**src/rtl/decrypter_in_param_pkg.sv**
```systemverilog
// Shared definitions for the receive-side decryption front end.
//   UART_W  : width of one UART byte
//   state_t : FSM state encoding used by decrypter_in_param
package decrypter_in_param_pkg;

  localparam int unsigned UART_W = 8;

  typedef logic [2:0] state_t;

  localparam state_t S_IDLE  = 3'd0;
  localparam state_t S_HDR   = 3'd1;
  localparam state_t S_DATA  = 3'd2;
  localparam state_t S_ISSUE = 3'd3;
  localparam state_t S_DONE  = 3'd4;

endpackage

```
**src/rtl/decrypter_in_param_if.sv**
```systemverilog
// UART-receive and FME-issue handshake bundle.
//   ready_in/data_in/clear_rx_flag : UART byte flag, byte, and acknowledge
//   fme_busy/fme_start/fme_data_in : FME back-pressure, start pulse, word
// master : the decrypter front end
// slave  : the UART receiver / FME side
interface decrypter_in_param_if #(
  parameter int unsigned WORD_W = 32
);
  logic              ready_in;
  logic [7:0]        data_in;
  logic              clear_rx_flag;
  logic              fme_busy;
  logic              fme_start;
  logic [WORD_W-1:0] fme_data_in;

  modport master (
    input  ready_in, data_in, fme_busy,
    output clear_rx_flag, fme_start, fme_data_in
  );

  modport slave (
    output ready_in, data_in, fme_busy,
    input  clear_rx_flag, fme_start, fme_data_in
  );
endinterface

```
**src/rtl/decrypter_in_param_byte_packer.sv**
```systemverilog
// Parameterised byte-to-word shift register with byte counter.
//   clk, rst_n : clock, asynchronous active-low reset
//   clr        : synchronous clear of the partial word and counter
//   shift      : accept data_in this cycle
//   data_in    : incoming byte
//   word_full  : this accepted byte completes a word
//   word       : assembled word including the current byte
module decrypter_in_param_byte_packer
  import decrypter_in_param_pkg::*;
#(
  parameter int unsigned WORD_W    = 32,
  parameter bit          MSB_FIRST = 1'b1
) (
  input  logic              clk,
  input  logic              rst_n,
  input  logic              clr,
  input  logic              shift,
  input  logic [UART_W-1:0] data_in,
  output logic              word_full,
  output logic [WORD_W-1:0] word
);

  localparam int unsigned BYTES = WORD_W / UART_W;
  localparam int unsigned CNT_W = (BYTES > 1) ? $clog2(BYTES) : 1;

  logic [CNT_W-1:0] byte_cnt;

  assign word_full = shift && (byte_cnt == CNT_W'(BYTES - 1));

  always_ff @(posedge clk or negedge rst_n) begin
    if (!rst_n) begin
      byte_cnt <= '0;
    end else if (clr) begin
      byte_cnt <= '0;
    end else if (shift) begin
      byte_cnt <= word_full ? '0 : byte_cnt + CNT_W'(1);
    end
  end

  // Only the WORD_W-8 bits that survive into the next word are stored;
  // the newest byte is spliced in combinationally to form the word.
  generate
    if (WORD_W == UART_W) begin : g_single
      assign word = data_in;
    end else begin : g_multi
      logic [WORD_W-UART_W-1:0] pack;

      if (MSB_FIRST) begin : g_msb
        assign word = {pack, data_in};
      end else begin : g_lsb
        assign word = {data_in, pack};
      end

      always_ff @(posedge clk or negedge rst_n) begin
        if (!rst_n) begin
          pack <= '0;
        end else if (clr) begin
          pack <= '0;
        end else if (shift) begin
          if (MSB_FIRST) pack <= word[WORD_W-UART_W-1:0];
          else           pack <= word[WORD_W-1:UART_W];
        end
      end
    end
  endgenerate

endmodule

```
**src/rtl/decrypter_in_param.sv**
```systemverilog
// Receive-side front end of the decryption path: packs UART bytes into
// WORD_W-bit words, reads a length header, then issues each ciphertext
// word to the FME with a one-cycle fme_start.
//   clk, rst_n : clock, asynchronous active-low reset
//   start      : begin a message (sampled in IDLE only)
//   abort      : return to IDLE from any state, highest priority
//   bus        : UART byte handshake and FME issue handshake
//   busy       : high outside IDLE
//   done       : one-cycle pulse after the last word is issued
//   err_len    : one-cycle pulse when the header length is zero
//   word_count : words issued in the current message
module decrypter_in_param
  import decrypter_in_param_pkg::*;
#(
  parameter int unsigned WORD_W    = 32,
  parameter int unsigned LEN_W     = 32,
  parameter bit          MSB_FIRST = 1'b1
) (
  input  logic                 clk,
  input  logic                 rst_n,
  input  logic                 start,
  input  logic                 abort,
  decrypter_in_param_if.master bus,
  output logic                 busy,
  output logic                 done,
  output logic                 err_len,
  output logic [LEN_W-1:0]     word_count
);

  state_t            state;
  state_t            state_nxt;
  logic [LEN_W-1:0]  len_q;
  logic [WORD_W-1:0] fme_data_q;
  logic              accept;
  logic              word_full;
  logic [WORD_W-1:0] word;
  logic              issue;
  logic [LEN_W:0]    wc_inc;
  logic              last_word;
  logic              len_zero;

  assign accept = ((state == S_HDR) || (state == S_DATA)) && bus.ready_in && !abort;

  decrypter_in_param_byte_packer #(
    .WORD_W    (WORD_W),
    .MSB_FIRST (MSB_FIRST)
  ) u_packer (
    .clk       (clk),
    .rst_n     (rst_n),
    .clr       (state == S_IDLE),
    .shift     (accept),
    .data_in   (bus.data_in),
    .word_full (word_full),
    .word      (word)
  );

  assign issue = (state == S_ISSUE) && !bus.fme_busy && !abort;

  // Carry bit keeps the last-word test exact when len is all ones.
  assign wc_inc    = {1'b0, word_count} + (LEN_W + 1)'(1);
  assign last_word = (wc_inc == {1'b0, len_q});
  assign len_zero  = (word[LEN_W-1:0] == '0);

  always_comb begin
    state_nxt = state;
    if (abort) begin
      state_nxt = S_IDLE;
    end else begin
      case (state)
        S_IDLE:  if (start)          state_nxt = S_HDR;
        S_HDR:   if (word_full)      state_nxt = len_zero ? S_IDLE : S_DATA;
        S_DATA:  if (word_full)      state_nxt = S_ISSUE;
        S_ISSUE: if (!bus.fme_busy)  state_nxt = last_word ? S_DONE : S_DATA;
        S_DONE:                      state_nxt = S_IDLE;
        default:                     state_nxt = S_IDLE;
      endcase
    end
  end

  always_ff @(posedge clk or negedge rst_n) begin
    if (!rst_n) begin
      state      <= S_IDLE;
      len_q      <= '0;
      word_count <= '0;
      fme_data_q <= '0;
    end else begin
      state <= state_nxt;
      if (state == S_IDLE) begin
        len_q      <= '0;
        word_count <= '0;
      end else begin
        if ((state == S_HDR) && word_full)  len_q      <= word[LEN_W-1:0];
        if ((state == S_DATA) && word_full) fme_data_q <= word;
        if (issue)                          word_count <= wc_inc[LEN_W-1:0];
      end
    end
  end

  // IDLE acknowledges unconditionally so stale UART bytes are flushed;
  // ISSUE never acknowledges so the next byte stays pending in the UART.
  assign bus.clear_rx_flag = (state == S_IDLE) || accept;
  assign bus.fme_start     = issue;
  assign bus.fme_data_in   = fme_data_q;

  assign busy    = (state != S_IDLE);
  assign done    = (state == S_DONE) && !abort;
  assign err_len = (state == S_HDR) && word_full && len_zero;

endmodule

```
**src/flat_wrapper.sv**
```systemverilog
// flat-port wrapper written by rule: the top's interface ports become plain ports
module decrypter_in_param_flat import decrypter_in_param_pkg::*;
#(
  parameter int unsigned WORD_W    = 32,
  parameter int unsigned LEN_W     = 32,
  parameter bit          MSB_FIRST = 1'b1
)
  (clk, rst_n, start, abort, busy, done, err_len, word_count, bus_ready_in, bus_data_in, bus_fme_busy, bus_clear_rx_flag, bus_fme_start, bus_fme_data_in);
  decrypter_in_param_if #(.WORD_W(WORD_W)) bus_i ();
  input  logic clk;
  input  logic rst_n;
  input  logic start;
  input  logic abort;
  output logic busy;
  output logic done;
  output logic err_len;
  output logic [LEN_W-1:0] word_count;
  input wire logic [$bits(bus_i.ready_in)-1:0] bus_ready_in;
  input wire logic [$bits(bus_i.data_in)-1:0] bus_data_in;
  input wire logic [$bits(bus_i.fme_busy)-1:0] bus_fme_busy;
  output wire logic [$bits(bus_i.clear_rx_flag)-1:0] bus_clear_rx_flag;
  output wire logic [$bits(bus_i.fme_start)-1:0] bus_fme_start;
  output wire logic [$bits(bus_i.fme_data_in)-1:0] bus_fme_data_in;
  assign bus_i.ready_in = bus_ready_in;
  assign bus_i.data_in = bus_data_in;
  assign bus_i.fme_busy = bus_fme_busy;
  assign bus_clear_rx_flag = bus_i.clear_rx_flag;
  assign bus_fme_start = bus_i.fme_start;
  assign bus_fme_data_in = bus_i.fme_data_in;
  decrypter_in_param #(.WORD_W(WORD_W), .LEN_W(LEN_W), .MSB_FIRST(MSB_FIRST)) u_core (.clk(clk), .rst_n(rst_n), .start(start), .abort(abort), .bus(bus_i), .busy(busy), .done(done), .err_len(err_len), .word_count(word_count));
endmodule
```
**config.mk**
```make
export PLATFORM = sky130hd
export DESIGN_NAME = decrypter_in_param_flat
export DESIGN_NICKNAME = d
export VERILOG_FILES = /design/src/rtl/decrypter_in_param_pkg.sv /design/src/rtl/decrypter_in_param_if.sv /design/src/rtl/decrypter_in_param_byte_packer.sv /design/src/rtl/decrypter_in_param.sv /design/src/flat_wrapper.sv
export SDC_FILE = /design/constraint.sdc
export NUM_CORES = 1
export LEC_CHECK = 0
export ABC_AREA = 1
export CAP_MARGIN = 20
export CORE_UTILIZATION = 45
export DETAILED_ROUTE_END_ITERATION = 6
export HOLD_SLACK_MARGIN = 0.05
export MAX_ROUTING_LAYER = met4
export PLACE_DENSITY = 0.7
export SLEW_MARGIN = 20
export SYNTH_ARGS = -nofsm -noshare
export SYNTH_HDL_FRONTEND = slang
export SYNTH_HIERARCHICAL = 1
export SYNTH_SLANG_ARGS = --single-unit
```
**constraint.sdc**
```tcl
create_clock -name clk -period 3.39 [get_ports clk]
set_input_delay 0.678 -clock clk [delete_from_list [all_inputs] [get_ports clk]]
set_output_delay 0.678 -clock clk [all_outputs]
set_load 0.02 [all_outputs]
```
==> flow_summary.ini <==
[outcome]
status = complete, but fails checks
failed_checks = design-rule violations

[placement]
pre_cts_ws_ps = 198
dp_hpwl_um = 14500
placedCellCount = 1171
gp_congestion = 0.917
place_area_mm2 = 0.00785
numPortBuffers = 82

[cts]
clk_latency_ps = 430
cts_tree = done
clock-sinks = 125
cts_setup_buffers = 0
cts_resized = 0
cts_buffer_depth = 2
root_buffer = clkbuf_16
htree_levels = 4
numCtsBuffers = 17
clk_pin_slew_ps = 60
ctsHoldBuffers = 0

[route]
via_per_inst = 5.36
ant_nets = 0
wl_um = 19600
routedWlPerCell_um = 16.3
route.detailed.drc = 5
vias = 6444
dr.first_iter.drc_count = 621
dr.pass1.iters = 7

[setup_path]
worstSetupStartpointType = primary input
setup.worst_path.end_class = primary output
worstPathCellList = clkdlybuf4s50_1, buf_4, nor3_2, buf_4, clkdlybuf4s50_1
critPathMaxFanout = 5
crit_type = in -> out
reg2reg_to = u_core/state[2]
required_ps = 2710
critPathMaxStageDelay_ps = 610
ff2ff_setup_slack_ps = 810
r2r_start = u_core/word_count[0]
rr_worst_depth = 15
critPathSlowestCell = clkdlybuf4s50_1
worst-endpoint-arrival_ps = 2300

[power_and_ir_drop]
power_density_mw_per_mm2 = 487
p_leak_nw = 3.90
irDropWorstVdd_v = 0.000740
power.total_mw = 4.11

[global_route]
grt.overflow.total = 0
grt_start_max_net_pins = 56
track_usage = 0.271
grt_pass1_wl_um = 31600
grt_pass1_vias = 5908
antenna_found_initial = 0

[synthesis]
syn_nets = 942
synth_cell_types = 36
syn_area_mm2 = 0.00687
seq_area_frac_synth = 0.455
synth_top_area_share = 0.455
ys_top_cells_by_area = dfrtp_1 46%, nand2_1 17%, nand3_1 6.9%, inv_1 6.6%, o22ai_1 4.3%
yosys_warnings = 6
syn_inst = 926
ys_ff_latch = 125
synth_area_per_cell_um2 = 7.42
yosys.area.top_type = dfrtp_1

[die]
coreArea_mm2 = 0.0147
rows = 44
initial_core_util = 0.467
num_io_pins = 83
chipHeight_um = 126
die_x_um = 126
dieArea_mm2 = 0.0158

[finish]
final_nets = 1022
num_antenna_cells = 0
multi_input_area_mm2 = 0.00308
instances_no_fill = 1203
regArea_mm2 = 0.00313
fill_cells = 1355
finalInstanceArea_mm2 = 0.00843
area_delta_synth_final_pct = 22.7
layout-drive-gt1-share = 0.0785

[timing]
clock.fmax_mhz = 336
relSlewSlack = 0.533
layout_setup_ws_ps = 410
skew_ps = 9.64
final_hold_viol_count = 0
min_period_over_period = 0.879
rsz0062_at_grt = no
fin_crit_ps = 2980
tightest_slew_ps = 700
tns_ps = 0
maxSlewViolCount = 0
setup_violations = 0

[run]
cap_violations = 0

[hold_path]
min_path_type = in -> async
==> per-layer routing <==
metal	part of all wire	track usage	vias up
met2	0.45	0.396	267
met3	0.068	0.0445	29
li1	-	-	3142
met5	0	-	-
met1	0.46	0.380	3006
met4	0.022	0.0954	0
==> area by class of cell <==
type	count	share of cell area
timing repair buffer	94	0.113
inverter	124	0.0555
sequential	125	0.371
multi-input combinational	644	0.365
clock inverter	14	0.0160
clock buffer	18	0.0521
tap	184	0.0273
==> where the power goes <==
part	internal [mW]	switching [mW]	total [mW]
clock network	1.04	0.741	1.78
logic	0.217	0.544	0.760
registers	1.53	0.0401	1.57
total	2.78	1.32	4.11
==> how the worst max path moves through the flow <==
stage                          startpoint             to  slack (ps)
final                               abort  bus_fme_start         410
after global routing      u_core/state[1]        err_len         320
after CTS                 u_core/state[1]        err_len         160
after detailed placement   bus_data_in[7]        err_len         200
after global placement     bus_data_in[7]        err_len         210
after floorplan              bus_ready_in        err_len         650
==> placed cells by master, fill, tap and decap left out, types with 4 or more instances in the layout <==
| master | synthesis | routed |
|---|---|---|
| nand4_1 | 8 | 8 |
| nor3_1 | 5 | 4 |
| buf_4 | 10 | 10 |
| o21ai_0 | 54 | 54 |
| dfrtp_1 | 125 | 125 |
| inv_1 | 121 | 121 |
| nand3_2 | 11 | 11 |
| nor4_1 | 9 | 9 |
| clkdlybuf4s50_1 | 0 | 80 |
| nand3_1 | 95 | 95 |
| nand2_2 | 5 | 5 |
| clkbuf_16 | 0 | 17 |
| nor2_1 | 75 | 74 |
| nand2_1 | 303 | 303 |
| o22ai_1 | 47 | 47 |
| inv_6 | 0 | 5 |
| xor2_1 | 4 | 4 |
| nor2_4 | 7 | 7 |
==> synth_stat cells <==
library cell	count
inv_4	1
xnor3_1	2
nand3b_1	2
o21ai_1	1
a221oi_1	1
nand2_1	303
nor2_2	1
nand2_4	1
nand3_4	1
o21ai_2	1
buf_4	10
inv_1	121
o21ai_0	54
nand3_1	95
nand2_2	5
buf_1	1
nand4_1	8
and2_1	1
clkbuf_1	15
inv_2	2
nor2_4	7
a21oi_1	3
nor3_1	5
xor2_1	4
dfrtp_1	125
nor4_1	9
ha_1	2
o21a_1	1
buf_2	2
or3_1	1
buf_6	5
nor2_8	2
nand3_2	11
nor2_1	75
nor3_2	1
o22ai_1	47
==> registers in the layout (all words and copies together) (netlist names) <==
register and cells:
u_core/state 3, u_core/word_count 32, u_core/bus.fme_data_in 32, u_core/len_q 32, u_core/u_packer/g_multi.pack 24, u_core/u_packer/byte_cnt 2
==> critical path: cells and delay by family <==
family        cells  cell delay, ps
buf+inv           4            1430
simple gates      1             190
==> cells by family (layout without fill, tap and decap cells) <==
family / Yosys count / count (layout) / share of synthesized area
AND/OR/NAND/NOR: 528 / 528 / 0.343
buffers and inverters: 157 / 250 / 0.0974
flip-flops: 125 / 125 / 0.455
adder cells (fa/ha/maj): 2 / 2 / 0.00364
XOR/XNOR: 6 / 6 / 0.0117
AO/OA/AOI/OAI: 108 / 108 / 0.0887
==> per-stage QoR <==
step           utilization  hold WS [ps]
5_1_grt              0.573           367
3_5_place_dp         0.534           468
3_3_place_gp         0.534           461
6_report             0.573           302
4_1_cts              0.573           332
2_1_floorplan            -           382
No activity file was read; power rests on OpenSTA's default activity.
